--- config.mk ---
export PLATFORM = sky130hd
export DESIGN_NAME = rrotate32_pipe
export DESIGN_NICKNAME = d
export VERILOG_FILES = /design/src/rtl/rrotate32_pipe_pkg.sv /design/src/rtl/rrotate32_pipe_stage.sv /design/src/rtl/rrotate32_pipe.sv
export SDC_FILE = /design/constraint.sdc
export NUM_CORES = 1
export LEC_CHECK = 0
export ABC_AREA = 1
export CAP_MARGIN = 10
export CORE_ASPECT_RATIO = 0.6
export CORE_MARGIN = 4
export CORE_UTILIZATION = 45
export DETAILED_ROUTE_END_ITERATION = 10
export DONT_BUFFER_PORTS = 1
export MAX_ROUTING_LAYER = met4
export PLACE_DENSITY_LB_ADDON = 0.15
export SETUP_SLACK_MARGIN = 0.2
export SYNTH_ARGS = -nofsm -noshare
export SYNTH_HDL_FRONTEND = slang
export SYNTH_SLANG_ARGS = --single-unit
--- constraint.sdc ---
create_clock -name clk -period 1.6 [get_ports clk]
set_input_delay 0.16 -clock clk [delete_from_list [all_inputs] [get_ports clk]]
set_output_delay 0.16 -clock clk [all_outputs]
set_load 0.005 [all_outputs]
--- src/rtl/rrotate32_pipe_pkg.sv ---
// Shared definitions for the pipelined right rotator/shifter: widths and the
// operation mode encoding.
package rrotate32_pipe_pkg;

  localparam int DATA_W  = 32;
  localparam int SHAMT_W = 5;

  // RSV behaves as rotate-right; it only exists so every encoding has a name.
  typedef enum logic [1:0] {
    ROR = 2'b00,
    LSR = 2'b01,
    ASR = 2'b10,
    RSV = 2'b11
  } mode_e;

endpackage

--- src/rtl/rrotate32_pipe_stage.sv ---
// One pipeline stage of the right rotator: conditionally shifts right by SH
// with mode-dependent fill, and registers the result behind a valid/ready pair.
module rrotate_stage
  import rrotate32_pipe_pkg::*;
#(
  parameter int SH = 1
) (
  input  logic              clk,
  input  logic              rst,
  input  logic              in_valid,
  output logic              in_ready,
  input  logic [DATA_W-1:0] in_data,
  input  logic [SHAMT_W-1:0] in_shr,
  input  logic [1:0]        in_mode,
  input  logic              in_sign,
  output logic              out_valid,
  input  logic              out_ready,
  output logic [DATA_W-1:0] out_data,
  output logic [SHAMT_W-1:0] out_shr,
  output logic [1:0]        out_mode,
  output logic              out_sign
);

  localparam int BIT = $clog2(SH);

  logic               valid_q, valid_d;
  logic [DATA_W-1:0]  data_q, data_d;
  logic [SHAMT_W-1:0] shr_q, shr_d;
  logic [1:0]         mode_q, mode_d;
  logic               sign_q, sign_d;
  logic [SH-1:0]      fill;
  logic [DATA_W-1:0]  shifted;

  // Bubble-collapsing: an empty stage accepts even while downstream is stalled.
  assign in_ready = ~valid_q | out_ready;

  always_comb begin
    // NOTE: every combinational output gets a default first so no path infers a latch.
    fill = in_data[SH-1:0];
    case (mode_e'(in_mode))
      LSR:     fill = '0;
      ASR:     fill = {SH{in_sign}};
      default: fill = in_data[SH-1:0];
    endcase
    shifted = in_shr[BIT] ? {fill, in_data[DATA_W-1:SH]} : in_data;
  end

  always_comb begin
    valid_d = valid_q;
    data_d  = data_q;
    shr_d   = shr_q;
    mode_d  = mode_q;
    sign_d  = sign_q;
    if (in_ready) begin
      valid_d = in_valid;
      if (in_valid) begin
        data_d = shifted;
        shr_d  = in_shr;
        mode_d = in_mode;
        sign_d = in_sign;
      end
    end
  end

  always_ff @(posedge clk) begin
    // NOTE: sequential state uses non-blocking assignments so all stages update together.
    if (rst) begin
      // NOTE: payload is cleared too, so OUT reads zero after reset, not stale data.
      valid_q <= 1'b0;
      data_q  <= '0;
      shr_q   <= '0;
      mode_q  <= '0;
      sign_q  <= 1'b0;
    end else begin
      valid_q <= valid_d;
      data_q  <= data_d;
      shr_q   <= shr_d;
      mode_q  <= mode_d;
      sign_q  <= sign_d;
    end
  end

  assign out_valid = valid_q;
  assign out_data  = data_q;
  assign out_shr   = shr_q;
  assign out_mode  = mode_q;
  assign out_sign  = sign_q;

endmodule

--- src/rtl/rrotate32_pipe.sv ---
// Five-stage pipelined 32-bit right rotator/shifter; stage k handles shift
// amount bit k. Valid/ready handshake on both the input and output sides.
module rrotate32_pipe
  import rrotate32_pipe_pkg::*;
(
  input  logic        clk,
  input  logic        rst,
  input  logic        in_valid,
  output logic        in_ready,
  input  logic [31:0] A,
  input  logic [4:0]  shr,
  input  logic [1:0]  mode,
  output logic        out_valid,
  input  logic        out_ready,
  output logic [31:0] OUT
);

  // Index 0 is the input side, index 5 the output side of the chain.
  logic               vld  [0:5];
  logic               rdy  [0:5];
  logic [DATA_W-1:0]  dat  [0:5];
  logic [SHAMT_W-1:0] amt  [0:5];
  logic [1:0]         md   [0:5];
  logic               sgn  [0:5];

  assign vld[0]    = in_valid;
  assign dat[0]    = A;
  assign amt[0]    = shr;
  assign md[0]     = mode;
  assign sgn[0]    = A[31];
  assign rdy[5]    = out_ready;
  assign in_ready  = rdy[0];
  assign out_valid = vld[5];
  assign OUT       = dat[5];

  for (genvar k = 0; k < SHAMT_W; k++) begin : g_stage
    rrotate_stage #(.SH(1 << k)) u_stage (
      .clk       (clk),
      .rst       (rst),
      .in_valid  (vld[k]),
      .in_ready  (rdy[k]),
      .in_data   (dat[k]),
      .in_shr    (amt[k]),
      .in_mode   (md[k]),
      .in_sign   (sgn[k]),
      .out_valid (vld[k+1]),
      .out_ready (rdy[k+1]),
      .out_data  (dat[k+1]),
      .out_shr   (amt[k+1]),
      .out_mode  (md[k+1]),
      .out_sign  (sgn[k+1])
    );
  end

endmodule

==> summary.md <==
| Metric | Value |
|---|---|
| Pwr Density | `1010 nW/µm²` |
| DP Cell Count | `1487` |
| Layout cell share with drive strength beyond 1 | `10.6%` |
| WP data required | `1.44 ns` |
| Most common cell on crit path | `nand3_4` |
| NetSw | `0.00280 W` |
| Final Cycle Share | `92.3%` |
| Top Ports | `77` |
| Drt total wl | `23600 µm` |
| ANT nets after route | `0` |
| Max-Cap Viols | `0` |
| Yosys cell types | `25` |
| Net Sw Frac | `26.8%` |
| Number of global-route vias before repair | `7422` |
| Sequential cell area fraction in the yosys report | `41.2%` |
| #FFs+latches synth | `187` |
| Tot GR Track Use | `21.5%` |
| Area share of the largest cell type after synthesis | `41.2%` |
| Syn Area/Cell | `6.91 µm²` |
| Post-synth top flop | `dfxtp_1` |
| Fin. max-slew vios | `0` |
| Clk sink count | `187` |
| Post-synth top area cell | `dfxtp_1` |
| CP delay by family, top | `flip-flops` |
| Max Clk Rate | `677 MHz` |
| CTS Buf Count | `17` |
| Slowest stage delay, CP | `0.37 ns` |
| Element type at the critical path start | `flop` |
| CP endpoint kind | `output port` |
| Die ar. | `22600 µm²` |
| Commonest cells in the netlist | `nand2_1 (215), nor2_1 (190), dfxtp_1 (187)` |
| GPL Wtd Cong | `0.863` |
| Synthesis-to-layout area growth | `13.2%` |
| Relative slew margins | `66.1%` |
| Maximum clock insertion buffer count | `2` |
| Synth Cell Area | `9090 µm²` |
| Hold_buf cts | `2` |
| Logic pwr share | `10.6%` |
| H-tree depth | `4` |
| Core area | `19400 µm²` |
| Hold Crit Class | `in -> reg` |
| DIE HEIGHT | `118 µm` |
| Yosys Warn Count | `0` |
| CP arrival | `1.32 ns` |
| Iteration-0 DRC Markers | `590` |
| Core Rows | `39` |
| Int Pwr | `0.00764 W` |
| Buf/Inv on CP | `2` |
| EDFF count, synth | `0` |
| Failing checks | `negative hold slack` |
| Power Total | `0.0104 W` |
| Remaining Overflow, GRT | `0` |
| Critical path's slowest cell | `dfxtp_4` |
| Slew @ Worst Pin | `0.509 ns` |
| CP Max Fanout | `3` |
| Clock Power Share | `40.6%` |
| Initial Utilization | `46.8%` |
| Crit-path cells | `nand3_4, nor2_4, nand3_4, buf_12, buf_6` |
| Final worst path period need | `1.48 ns` |
| Final hold vios | `39` |
| Initial antenna violation count | `0` |
| Largest cells by area after synthesis | `dfxtp_1 (41%), o21ai_0 (9.5%), nand2_1 (8.9%)` |
| DP HPWL | `16100 µm` |
| Vias per inst | `5.21` |
| Flop pwr share | `48.8%` |
| Routed len/inst | `15.2 µm` |
| Async set-or-reset flop fraction in the synthesized netlist | `0%` |
| RSZ-0062 raised after global routing | `true` |
| Most common cell in the netlist | `nand2_1` |
| LEAKAGE | `4.37 nW` |
| # diodes | `0` |
| First-pass GRT wire length | `38500 µm` |
| TritonRoute pass-1 iters | `6` |
| Root Buffer | `clkbuf_16` |
| Worst vdd ir | `0.000790 V` |
| Status | `finished with violations` |
| Via Count | `8064` |
| Cell count after synthesis | `1317` |
| Final setup viols | `0` |
| Hold slack | `-0.115 ns` |
| Fin nets | `1318` |
| CTS tree | `done` |
| Port Buffers | `0` |
| Clock skew | `0.0138 ns` |
| CP Class | `reg -> out` |
| Setup tns final | `0 ns` |
| Die width | `192 µm` |
| Worst-path clk slew | `0.07 ns` |
| Fill count | `2005` |
| Residual DRC count | `0` |
| Largest net degree at the start of global routing | `80` |
| Non-filler instance count after layout | `1549` |
| Worst-Skew Late Latency | `0.44 ns` |
| Synthesized Nets | `1365` |
==> repair_timing <==
item / in CTS / in global routing
gates resized for setup: 20 / 71
endpoints found under the hold margin: 45 / 39
buffers inserted: 14 / 6
pin swaps: 5 / 6
gates cloned: 5 / 3
setup endpoints to repair: 63 / 180
==> power by group through the flow <==
stage	registers (W)	logic, W	clock network [W]
global route	0.00512	0.00128	0.00452
CTS	0.00508	0.00106	0.00433
floorplan	0.00511	0.000882	0
finish	0.00509	0.00111	0.00424
detailed placement	0.00519	0.00102	0
global placement	0.00519	0.000998	0
==> layer usage <==
layer	global-route usage [%]	up-vias	wire length (µm)
li1	-	4145	-
met1	34.3	3749	13300
met2	28.0	163	8860
met3	4.18	7	1380
met4	3.50	0	97
met5	-	-	0
==> sequential cells by signal, indices dropped and copies added, names as in the netlist <==
name                       cells
g_stage.u_stage.out_shr       10
g_stage.u_stage.out_valid      5
g_stage.u_stage.out_mode       8
g_stage.u_stage.out_sign       4
g_stage.u_stage.out_data     160
==> cell families after synthesis <==
family,after synthesis,synth area share (%)
multiplexers,31,3.41
AND/OR/NAND/NOR,487,21.6
adder cells (fa/ha/maj),5,0.688
AO/OA/AOI/OAI,352,20.6
flip-flops,187,41.2
buffers and inverters,255,12.5
==> final cells by class <==
type,instances,area [µm²],share of cell area [%]
Sequential cell,187,3760,36.5
Multi-Input combinational cell,875,4350,42.3
Clock buffer,20,457,4.44
Timing Repair Buffer,63,763,7.41
Clock inverter,12,131,1.28
Tap cell,266,333,3.23
Inverter,123,478,4.64
Timing Repair inverter,3,20.0,0.194
==> layout by cell type, fill, tap and decap left out, types with 11 or more instances in the layout <==
cell       netlist  layout
o22ai_1         28      28
a21oi_1        116     109
clkbuf_16        0      18
inv_1          121     116
o21ai_0        172     139
nand2_1        215     215
buf_4           32      37
nor2_1         190     184
buf_12           0      11
o21ai_1          6      36
dfxtp_1        187     182
nand3_1         72      71
a21boi_0        30      30
mux2i_1         31      31
==> per-stage QoR <==
step	worst slack (ns)	area, µm²	utilization (%)
2_1_floorplan	0.201	9110	-
3_3_place_gp	0.116	9130	47.0
3_5_place_dp	0.0829	9130	47.0
4_1_cts	0.0760	10100	51.8
5_1_grt	0.0281	10300	53.0
6_report	0.124	10300	53.0
==> worst paths after layout <==
check,from,slack [ns],cells after the start,end
worst max-delay path,g_stage[4].u_stage.out_valid,0.12,5,in_ready
worst min register to register,g_stage[3].u_stage.out_data[3],0.47,2,g_stage[3].u_stage.out_data[3]
worst min-delay path,in_valid,-0.11,2,g_stage[0].u_stage.out_data[1]
worst max register to register,g_stage[4].u_stage.out_valid,0.15,9,g_stage[2].u_stage.out_valid
No activity file was read; power rests on OpenSTA's default activity.
